[config.mk]
export PLATFORM = sky130hd
export DESIGN_NAME = mips_mdu
export DESIGN_NICKNAME = d
export VERILOG_FILES = /design/src/rtl/mips_mdu.sv
export SDC_FILE = /design/constraint.sdc
export NUM_CORES = 1
export LEC_CHECK = 0
export CORE_UTILIZATION = 40
export DETAILED_ROUTE_END_ITERATION = 6
export PLACE_DENSITY_LB_ADDON = 0.12
export SYNTH_ARGS = -nofsm -noshare
export SYNTH_HDL_FRONTEND = slang
export SYNTH_SLANG_ARGS = --single-unit
[constraint.sdc]
create_clock -name clk -period 5.7 [get_ports clk]
set_input_delay 0.855 -clock clk [delete_from_list [all_inputs] [get_ports clk]]
set_output_delay 0.855 -clock clk [all_outputs]
set_load 0.01 [all_outputs]
[src/rtl/mips_mdu.sv]
// ---------------------------------------------------------------------------
// mips_mdu: iterative multiply/divide unit for the MIPS execute stage.
//
// Owns the HI/LO register pair. MULT/MULTU use a shift-add loop and DIV/DIVU
// use a restoring divider. Each processes one bit per cycle on operand
// magnitudes. A final FIX cycle applies the sign corrections and writes
// HI/LO. MTHI/MTLO are single-cycle writes that complete while idle.
//
// Ports:
//   clk    rising-edge clock
//   rst    synchronous active-high reset; aborts any op and clears HI/LO
//   start  request; accepted only while busy=0
//   op     000 MULT, 001 MULTU, 010 DIV, 011 DIVU, 100 MTHI, 101 MTLO
//   A      rs operand (multiplicand / dividend / MTHI-MTLO source)
//   B      rt operand (multiplier / divisor)
//   busy   high while an arithmetic op is in flight (33 cycles)
//   done   one-cycle pulse after HI/LO are written by an arithmetic op
//   hi     HI register
//   lo     LO register
// ---------------------------------------------------------------------------
module mips_mdu #(
    parameter int XLEN        = 32,
    parameter int MDUOp_WIDTH = 3
) (
    input  logic                   clk,
    input  logic                   rst,
    input  logic                   start,
    input  logic [MDUOp_WIDTH-1:0] op,
    input  logic [XLEN-1:0]        A,
    input  logic [XLEN-1:0]        B,
    output logic                   busy,
    output logic                   done,
    output logic [XLEN-1:0]        hi,
    output logic [XLEN-1:0]        lo
);

    localparam int CNT_W = $clog2(XLEN) + 1;

    localparam logic [MDUOp_WIDTH-1:0] OP_MULT  = MDUOp_WIDTH'(0);
    localparam logic [MDUOp_WIDTH-1:0] OP_MULTU = MDUOp_WIDTH'(1);
    localparam logic [MDUOp_WIDTH-1:0] OP_DIV   = MDUOp_WIDTH'(2);
    localparam logic [MDUOp_WIDTH-1:0] OP_DIVU  = MDUOp_WIDTH'(3);
    localparam logic [MDUOp_WIDTH-1:0] OP_MTHI  = MDUOp_WIDTH'(4);
    localparam logic [MDUOp_WIDTH-1:0] OP_MTLO  = MDUOp_WIDTH'(5);

    typedef enum logic [1:0] {
        S_IDLE = 2'd0,
        S_MUL  = 2'd1,
        S_DIV  = 2'd2,
        S_FIX  = 2'd3
    } state_t;

    // Two's-complement magnitude when the op is signed. The magnitude of the
    // most negative value (2^(XLEN-1)) is still representable as an unsigned
    // XLEN-bit number, so the unsigned datapath below handles it cleanly.
    function automatic logic [XLEN-1:0] op_mag(input logic [XLEN-1:0] v, input logic sgn);
        logic signed [XLEN-1:0] sv;
        sv = signed'(v);
        if (sgn && (sv < 0)) begin
            return $unsigned(-sv);
        end
        return v;
    endfunction

    function automatic logic [XLEN-1:0] fix_sign32(input logic [XLEN-1:0] v, input logic neg);
        return neg ? (~v + XLEN'(1)) : v;
    endfunction

    function automatic logic [2*XLEN-1:0] fix_sign64(input logic [2*XLEN-1:0] v, input logic neg);
        return neg ? (~v + (2*XLEN)'(1)) : v;
    endfunction

    state_t             state_q, state_d;
    logic [CNT_W-1:0]   cnt_q, cnt_d;
    logic               busy_q, busy_d;
    logic               done_q, done_d;
    logic [XLEN-1:0]    hi_q, hi_d;
    logic [XLEN-1:0]    lo_q, lo_d;

    // Shared datapath registers:
    //   MUL: acc = running product, opa = shifting multiplicand, opb = multiplier
    //   DIV: acc = partial remainder, opa[XLEN-1:0] = dividend bits shifting
    //        out / quotient bits shifting in, opb = divisor magnitude
    logic [2*XLEN-1:0]  acc_q, acc_d;
    logic [2*XLEN-1:0]  opa_q, opa_d;
    logic [XLEN-1:0]    opb_q, opb_d;
    logic               neg_q, neg_d;     // negate product / quotient
    logic               rneg_q, rneg_d;   // negate remainder
    logic               div_q, div_d;     // op in flight is a divide

    logic               op_sgn;
    logic [XLEN:0]      div_shift;
    logic [XLEN+1:0]    div_diff;
    logic [2*XLEN-1:0]  prod_fix;
    logic [XLEN-1:0]    quo_fix;
    logic [XLEN-1:0]    rem_fix;

    assign op_sgn = (op == OP_MULT) || (op == OP_DIV);

    // Restoring step: bring the next dividend bit into the remainder and
    // try the subtract. A clear sign bit on the widened difference means the
    // divisor fits, so the quotient bit is 1. With a zero divisor every
    // subtract succeeds. The quotient becomes all ones and the remainder
    // collects the whole dividend, which gives the divide-by-zero result
    // without a special case.
    assign div_shift = {acc_q[XLEN-1:0], opa_q[XLEN-1]};
    assign div_diff  = {1'b0, div_shift} - {2'b00, opb_q};

    assign prod_fix = fix_sign64(acc_q, neg_q);
    assign quo_fix  = fix_sign32(opa_q[XLEN-1:0], neg_q);
    assign rem_fix  = fix_sign32(acc_q[XLEN-1:0], rneg_q);

    always_comb begin
        state_d = state_q;
        cnt_d   = cnt_q;
        busy_d  = busy_q;
        done_d  = 1'b0;
        hi_d    = hi_q;
        lo_d    = lo_q;
        acc_d   = acc_q;
        opa_d   = opa_q;
        opb_d   = opb_q;
        neg_d   = neg_q;
        rneg_d  = rneg_q;
        div_d   = div_q;

        unique case (state_q)
            S_IDLE: begin
                if (start) begin
                    unique case (op)
                        OP_MULT, OP_MULTU: begin
                            acc_d   = '0;
                            opa_d   = {XLEN'(0), op_mag(A, op_sgn)};
                            opb_d   = op_mag(B, op_sgn);
                            neg_d   = op_sgn && (A[XLEN-1] ^ B[XLEN-1]);
                            rneg_d  = 1'b0;
                            div_d   = 1'b0;
                            cnt_d   = '0;
                            busy_d  = 1'b1;
                            state_d = S_MUL;
                        end
                        OP_DIV, OP_DIVU: begin
                            acc_d   = '0;
                            opa_d   = {XLEN'(0), op_mag(A, op_sgn)};
                            opb_d   = op_mag(B, op_sgn);
                            neg_d   = op_sgn && (A[XLEN-1] ^ B[XLEN-1]);
                            rneg_d  = op_sgn && A[XLEN-1];
                            div_d   = 1'b1;
                            cnt_d   = '0;
                            busy_d  = 1'b1;
                            state_d = S_DIV;
                        end
                        OP_MTHI: hi_d = A;
                        OP_MTLO: lo_d = A;
                        default: ;  // reserved encodings are ignored
                    endcase
                end
            end

            S_MUL: begin
                if (opb_q[0]) begin
                    acc_d = acc_q + opa_q;
                end
                opa_d = opa_q << 1;
                opb_d = opb_q >> 1;
                cnt_d = cnt_q + CNT_W'(1);
                if (cnt_q == CNT_W'(XLEN - 1)) begin
                    state_d = S_FIX;
                end
            end

            S_DIV: begin
                if (!div_diff[XLEN+1]) begin
                    acc_d = {(XLEN-1)'(0), div_diff[XLEN:0]};
                end else begin
                    acc_d = {(XLEN-1)'(0), div_shift};
                end
                opa_d = {XLEN'(0), opa_q[XLEN-2:0], ~div_diff[XLEN+1]};
                cnt_d = cnt_q + CNT_W'(1);
                if (cnt_q == CNT_W'(XLEN - 1)) begin
                    state_d = S_FIX;
                end
            end

            S_FIX: begin
                if (div_q) begin
                    lo_d = quo_fix;
                    hi_d = rem_fix;
                end else begin
                    hi_d = prod_fix[2*XLEN-1:XLEN];
                    lo_d = prod_fix[XLEN-1:0];
                end
                busy_d  = 1'b0;
                done_d  = 1'b1;
                state_d = S_IDLE;
            end

            default: state_d = S_IDLE;
        endcase
    end

    always_ff @(posedge clk) begin
        acc_q  <= acc_d;
        opa_q  <= opa_d;
        opb_q  <= opb_d;
        neg_q  <= neg_d;
        rneg_q <= rneg_d;
        div_q  <= div_d;
        if (rst) begin
            state_q <= S_IDLE;
            cnt_q   <= '0;
            busy_q  <= 1'b0;
            done_q  <= 1'b0;
            hi_q    <= '0;
            lo_q    <= '0;
        end else begin
            state_q <= state_d;
            cnt_q   <= cnt_d;
            busy_q  <= busy_d;
            done_q  <= done_d;
            hi_q    <= hi_d;
            lo_q    <= lo_d;
        end
    end

    assign busy = busy_q;
    assign done = done_q;
    assign hi   = hi_q;
    assign lo   = lo_q;

endmodule

# After elaboration in Yosys (flattened, before gate mapping)
# Cells that the tools add are included.
# totals
regBits,237
in_bits,70
out_inout_bits,66
# classes
n_lt_le_gt_ge,2
n_mux,55
addsub,8
n_bitwise,5
reduce_logical,26
eq_ne,16
# op_table
op,count
2-to-1 mux 32 bit,15
case mux 64 bit (3 select lines),2
2-to-1 mux 64 bit,5
case mux 32 bit (2 select lines),4
case mux 64 bit (2 select lines),1
adder 32 x 1 -> 32 bit (second input constant),2
adder 64 x 1 -> 64 bit (second input constant),1
adder 64 bit,1
less-than comparator 32 x 1 -> 1 bit (second input constant),2
negation 32 bit,2
NOT 32 bit,2
NOT 64 bit,1
subtractor 33 x 32 -> 34 bit,1
2-to-1 mux 33 bit,1
AND reduction 3 bit,9
2-to-1 mux 1 bit,17
2-to-1 mux 6 bit,2
case mux 6 bit (2 select lines),1
nonzero test 2 bit,4
adder 6 x 1 -> 6 bit (second input constant),1
== test 3 x 2 -> 1 bit (second input constant),2
== test 3 bit (second input constant),2
== test 6 x 5 -> 1 bit (second input constant),1
!= test 2 x 1 -> 1 bit (second input constant),3
19 further kinds,30

# Depth between registers and ports, before layout
# Gate-level depths: netlist of run 1.
# depth
ltp_word,11
depth_mapped,13
ltp_nobuf,13

# Worst setup path after synthesis of run 1
# Ideal clock, no wire load.
# synth_path
path_type,input port to flip-flop
startpoint,input op[2]
endpoint,register acc_q[0] (enable)
n_path_buf,1
stages,5
slack_ns,1.191
setup_time_ns,0.556
arrival_ns,3.953
cell_sequence,clkbuf_1 o21ai_0 nand2_1 clkinv_1 o21a_1
# synth_via
elab_chain_len,4
# synth_lines
element,line_no,rtl
"start, declared",28,"input logic [MDUOp_WIDTH-1:0] op,"
== test 3 x 2 -> 1 bit (tied with other cells),130,unique case (op)
OR reduction 4 bit (no source line) *,-,
!= test 2 bit (no source line) *,-,
AND reduction 4 bit (no source line) *,-,
"end signal, assigned",203,acc_q <= acc_d;
"end, declared",84,"logic [2*XLEN-1:0] acc_q, acc_d;"
# Mark *: on every way between the ends. The rest lies on a longest branch, timed or not.
# A chain may end at the register's enable or synchronous reset.

# Worst setup path in the final report of run 1
# layout_path
startpoint,register acc_q[5]
endpoint,register acc_q[27] (data pin)
# layout_via
elab_chain_len,3
# layout_lines
element,line_no,rtl
adder 64 bit or subtractor 33 x 32 -> 34 bit (tied branches),"162, 107",
2-to-1 mux 64 bit or 2-to-1 mux 33 bit (tied branches),"161, 173",
case mux 64 bit (3 select lines) *,127,unique case (state_q)
via acc_d[27],84,
# Mark *: on every way through the listed nets, which the timed path passes. The rest lies on a longest branch. The select of a mux whose other input is x is not followed.

==> results.yml, run 1 <==
yosys:
  synth_area_per_cell_sq_um: 8.37
  synth-warning-count: 0
  synth_largest_area_cell: "edfxtp_1"
  syn_nets: 2537
  async_flop_share_pct: 0
  netlist_instances: 2360
  synth_edf_count: 163
  ys_seq_area_share_pct: 32.3
  netlist_area_sq_mm: 0.0198
  ys_types: 90
  synth_most_common_cell: "nand2_1"
  synth_top_area_share_pct: 24.8
  ys_seq_elements: 237
  synth_area_leaders: "edfxtp_1, dfxtp_1, ha_1, xnor2_1, nand2_1"
  synth-main-ff-cell: "edfxtp_1"
  synth_commonest_cells: "nand2_1, nor2_1, o21ai_0"
pwr:
  vdd_drop_max_mv: 0.299
  switchingPower_mw: 6.96
  total_power_mw: 13.9
  sw_frac_of_total_pct: 50.2
  intPower_mw: 6.91
  seqPwrFrac_pct: 26.9
  powerDensity_mw_per_mm2: 617
  clkPwrFrac_pct: 12.9
  combPwrFrac_pct: 60.2
  leakage_nw: 8.32
setup_path:
  end_kind: "flop"
  worstSetupPathType: "reg -> reg"
  start_kind: "flop"
  reg2reg_slack_ns: 1.37
  r2r-end: "acc_q[27]"
  reg2regPathDepth: 10
  r2r-start: "acc_q[5]"
  required_ns: 6.13
  path_max_fanout: 12
  worstPathArrival_ns: 4.76
route:
  route.detailed.drc: 0
  wl_microns: 68300
  vias: 18315
  wl_per_cell_microns: 22.0
  postRouteAntennaNets: 0
  drtIter0Drc: 1679
  dr.pass1.iters: 5
  avgViaCountPerCell: 5.91
job:
  drv_cap: 0
timing:
  tightestPinTransition_ns: 0.990
  maxSlewHeadroom_pct: 33.1
  hold_violations: 0
  fin_crit_ns: 4.33
  fmax_mhz: 231
  drv_slew: 0
  layout_worst_path_cycle_share_pct: 76.0
  rsz0062_at_grt: "false"
  clock-skew-final_ns: 0.0105
  setup_tns_ns: 0
  finalSetupViolCount: 0
grt:
  grt_antenna_before_repair: 0
  grt-ovfl-total: 0
  grt_pass1_vias: 16903
  grt_use_total_pct: 26.6
  grt_pass1_wl_microns: 104000
  grt_start_max_net_pins: 126
run_status:
  status: "completed"
layout:
  antenna_cells: 0
  nets: 2589
  layout.cells.non_filler: 3097
  syn_to_final_growth_pct: 13.7
  drive_above_1_share_pct: 4.81
floorplanning:
  dieWidth_microns: 224
  ios: 136
  rows: 81
  die_h_microns: 224
  dieArea_sq_mm: 0.0503
  initial_utilization_pct: 40.4
  core_sq_mm: 0.0488
placed_design:
  hpwl_microns: 52600
  gp_congestion: 0.930
  numPlacedInstances: 3045
  io_buffer_count: 135
clocking:
  cts_setup_buffers: 0
  cts.clk_slew.worst_paths_ns: 0.06
  clock_latency_ns: 0.57
  clock_sinks: 237
  cts-root-buf: "clkbuf_16"
  htreeDepth: 1
  post_cts_resized: 0
  clock_path_buffers: 3
  hold_buffers: 0
  cts_tree: "built"
  cts_made_buffers: 29
hold_path:
  hold_path_class: "reg -> reg"
  min_from: "hi[27]"
  hold_depth: 2
  hold_path_end: "hi[27]"
-- critical path, cell delays in order (launching register included) --
cell      delay (ns)
edfxtp_1        0.53
ha_1            0.40
and2_1          0.20
or4_1           0.47
o211ai_1        0.26
a21oi_1         0.18
a221oi_2        0.47
a2111o_1        0.35
nand2_1         0.44
nor2_1          0.61
a221o_1         0.27
-- sequential cells by signal (all words and copies together), names as in the netlist --
signal,cells
rneg_q,1
neg_q,1
lo,32
acc_q,64
cnt_q,6
busy,1
state_q,2
opa_q,64
hi,32
done,1
opb_q,32
div_q,1
-- how the worst max path moves through the flow --
stage | from | end | slack [ns] | depth (start not counted)
floorplan | op[2] | acc_q[0] | 1.19 | 5
global placement | acc_q[0] | hi[0] | 1.52 | 11
detailed placement | acc_q[0] | hi[0] | 1.46 | 11
CTS | acc_q[5] | acc_q[27] | 1.44 | 10
global route | acc_q[0] | acc_q[56] | 1.18 | 12
finish | acc_q[5] | acc_q[27] | 1.37 | 10
-- metrics by stage --
step                util, %  area (sq um)  setup WS, ns  hold WS (ns)
finish                 46.0         22500          1.37         0.493
global placement       44.2         21600          1.52         0.477
CTS                    46.0         22500          1.44         0.498
detailed placement     44.2         21600          1.46         0.490
global route           46.0         22500          1.18         0.516
floorplan                 -         19800          1.19         0.466
-- power by group through the flow --
stage / Clock [mW] / Combinational (mW) / Sequential (mW)
after floorplan: 0 / 6.03 / 3.29
after global placement: 0 / 8.23 / 3.68
after detailed placement: 0 / 8.20 / 3.73
after CTS: 1.84 / 8.26 / 3.69
after global routing: 1.89 / 9.17 / 3.80
final: 1.79 / 8.35 / 3.73
-- kinds of logic after synthesis --
logic type,synth area share [%]
AOI/OAI and AO/OA,24.4
xor gates and xnor gates,10.9
adders and majority gates,6.85
buffers and inverters,4.75
DFF,32.3
muxes,1.48
and+or+nand+nor,19.3
-- placed cells by master, fill, tap and decap left out, types with 27 or more instances in the layout --
master           Yosys  final
nand4_1             29     29
dfxtp_1             74     74
nor2_1             193    193
xor2_1             104    104
clkdlybuf4s50_1      0    134
a21oi_1            139    139
nand2_1            260    258
o31ai_1             42     42
edfxtp_1           163    163
and2_1              46     46
inv_1               88     88
nand3_1             34     34
nor3_1              53     53
mux2i_1             27     27
a21o_1              50     50
ha_1               105    103
xnor2_1            141    141
or3_1               28     28
o21ai_0            182    182
a211oi_1            29     29
o211ai_1            68     68
clkbuf_16            0     31
a311oi_1            53     53
-- final cells by class --
class	count	area [sq um]
clock inverter	8	46.3
tap	664	831
sequential	237	6380
multi-input combinational	1894	12500
inverter	90	338
clock buffer	44	856
timing repair buffer	160	1560
fill	4841	26400
-- metal layers --
layer | GRT usage [%] | part of all wire [%] | vias up
li1 | - | - | 8850
met1 | 39.9 | 49 | 8781
met2 | 39.1 | 42 | 606
met3 | 4.25 | 6.7 | 78
met4 | 7.18 | 2.6 | 0
met5 | 0 | 0 | -
No activity file was read; power rests on OpenSTA's default activity.
==> run 2, diff against run 1 <==
Clock period 5.7 ns to 4.1 ns, I/O delays scaled along.
==> results.yml, run 2 (synthesis gave the netlist of run 1 again) <==
run_status:
  status: "completed"
layout:
  layout.cells.non_filler: 3202
  antenna_cells: 0
  drive_above_1_share_pct: 8.94
  syn_to_final_growth_pct: 18.3
  fin_util_pct: 47.8
  nets: 2691
  layout_commonest_cell: "nand2_1"
  final_cell_mix: "nand2_1, nor2_1, o21ai_0, edfxtp_1, xnor2_1"
  top_regs: "acc_q: 64 flops, opa_q: 64 flops"
setup_path:
  crit_chain: "ha_1 -> a21oi_1 -> o21ai_0 -> or3_1 -> o2111ai_1 -> buf_4 -> a311oi_1 -> o21bai_1 -> a211oi_1 -> or4_1 -> a21oi_1"
  path_max_fanout: 6
  end_kind: "flop"
  worstSetupPathType: "reg -> reg"
  cp_slowest_stage_delay_ns: 0.59
  path_common_cell: "a21oi_1"
  worstPathArrival_ns: 4.37
  start_kind: "flop"
  required_ns: 4.52
  cp_top_family: "compound AO/OA/AOI/OAI gates"
  worstPathBufferInverterCount: 1
  cp_slowest_cell: "o21bai_1"
route:
  route.detailed.drc: 0
  vias: 18658
  avgViaCountPerCell: 5.83
  dr.pass1.iters: 6
  top_layer: "met4"
  drtIter0Drc: 2006
  wl_met2_microns: 28800
  drt-met1-wl_microns: 34000
  dr_wl_met3_microns: 4450
  wl_per_cell_microns: 21.4
  postRouteAntennaNets: 0
  wl_microns: 68700
placed_design:
  hpwl_microns: 53700
  gp_congestion: 0.969
  io_buffer_count: 135
  numPlacedInstances: 3146
timing:
  fin_crit_ns: 3.95
  holdWs_ns: 0.474
  setup_tns_ns: 0
  hold_violations: 0
  drv_slew: 0
  finalSetupViolCount: 0
  rsz0062_at_grt: "false"
  tightestPinTransition_ns: 1.15
  layout_worst_path_cycle_share_pct: 96.4
  maxSlewHeadroom_pct: 23.4
  fmax_mhz: 253
  clock-skew-final_ns: 0.0202
floorplanning:
  dieArea_sq_mm: 0.0503
  core_sq_mm: 0.0488
  dieWidth_microns: 224
  ios: 136
  die_h_microns: 224
  initial_utilization_pct: 40.4
  rows: 81
clocking:
  htreeDepth: 1
  cts-root-buf: "clkbuf_16"
  clock_path_buffers: 3
  clock_sinks: 237
  cts.clk_slew.worst_paths_ns: 0.06
  cts_made_buffers: 30
  clock_latency_ns: 0.59
  cts_tree: "built"
pwr:
  vdd_drop_max_mv: 0.389
  seqPwrFrac_pct: 23.6
  clkPwrFrac_pct: 13.2
  intPower_mw: 10.3
  combPwrFrac_pct: 63.2
  powerDensity_mw_per_mm2: 868
  total_power_mw: 20.3
  leakage_nw: 8.86
  switchingPower_mw: 9.98
  sw_frac_of_total_pct: 49.2
grt:
  grt_antenna_before_repair: 0
  grt_use_total_pct: 26.8
  grt_pass1_vias: 17439
  grt_start_max_net_pins: 86
  grt-ovfl-total: 0
  grt_pass1_wl_microns: 104000
job:
  drv_cap: 0
hold_path:
  hold_path_class: "reg -> reg"
-- run 2: worst paths after layout --
check | start | endpoint | slack [ns] | cells past startpoint
hold reg to reg | lo[0] | lo[0] | 0.47 | 2
hold / removal | lo[0] | lo[0] | 0.47 | 2
setup / recovery | opa_q[8] | acc_q[63] | 0.15 | 11
setup reg to reg | opa_q[8] | acc_q[63] | 0.15 | 11
-- run 2: per-layer routing --
layer,GRT usage (%),vias up
met5,0,-
met1,40.6,8897
met4,6.41,0
li1,-,9047
met2,40.3,645
met3,2.91,69
-- run 2: power groups by stage --
stage | clock network (mW) | registers (mW) | logic, mW
final | 2.68 | 4.78 | 12.8
after global routing | 2.82 | 4.87 | 14.0
after CTS | 2.74 | 4.75 | 12.6
after detailed placement | 0 | 4.80 | 12.5
after global placement | 0 | 4.77 | 12.5
after floorplan | 0 | 4.56 | 8.38
-- run 2: layout make-up --
| type | count | area, sq um |
|---|---|---|
| inverters | 90 | 339 |
| well taps | 664 | 831 |
| clock buffers | 40 | 871 |
| flip-flops and latches | 237 | 6380 |
| clock inverters | 16 | 118 |
| repair buffers | 261 | 2350 |
| fillers | 4881 | 25500 |
| multi-input cells | 1894 | 12500 |
-- run 2: worst min-delay path, stage by stage, from the launching register on --
cell     delay [ns]
dfxtp_1        0.31
nand3_1        0.06
a21oi_1        0.06
-- run 2: timing repair --
| item | 4_1_cts | 5_1_grt |
|---|---|---|
| resized for setup | 0 | 2 |
| endpoints found under the setup margin | 0 | 3 |
| hold buffers | 0 | 0 |
| buffers inserted | 0 | 0 |
-- run 2: through the flow --
stage / worst slack [ns] / area, sq um
after CTS: 0.197 / 23400
after global placement: -0.0434 / 22400
after detailed placement: -0.0899 / 22400
final: 0.149 / 23400
after floorplan: 0.230 / 19800
after global routing: 0.00486 / 23400
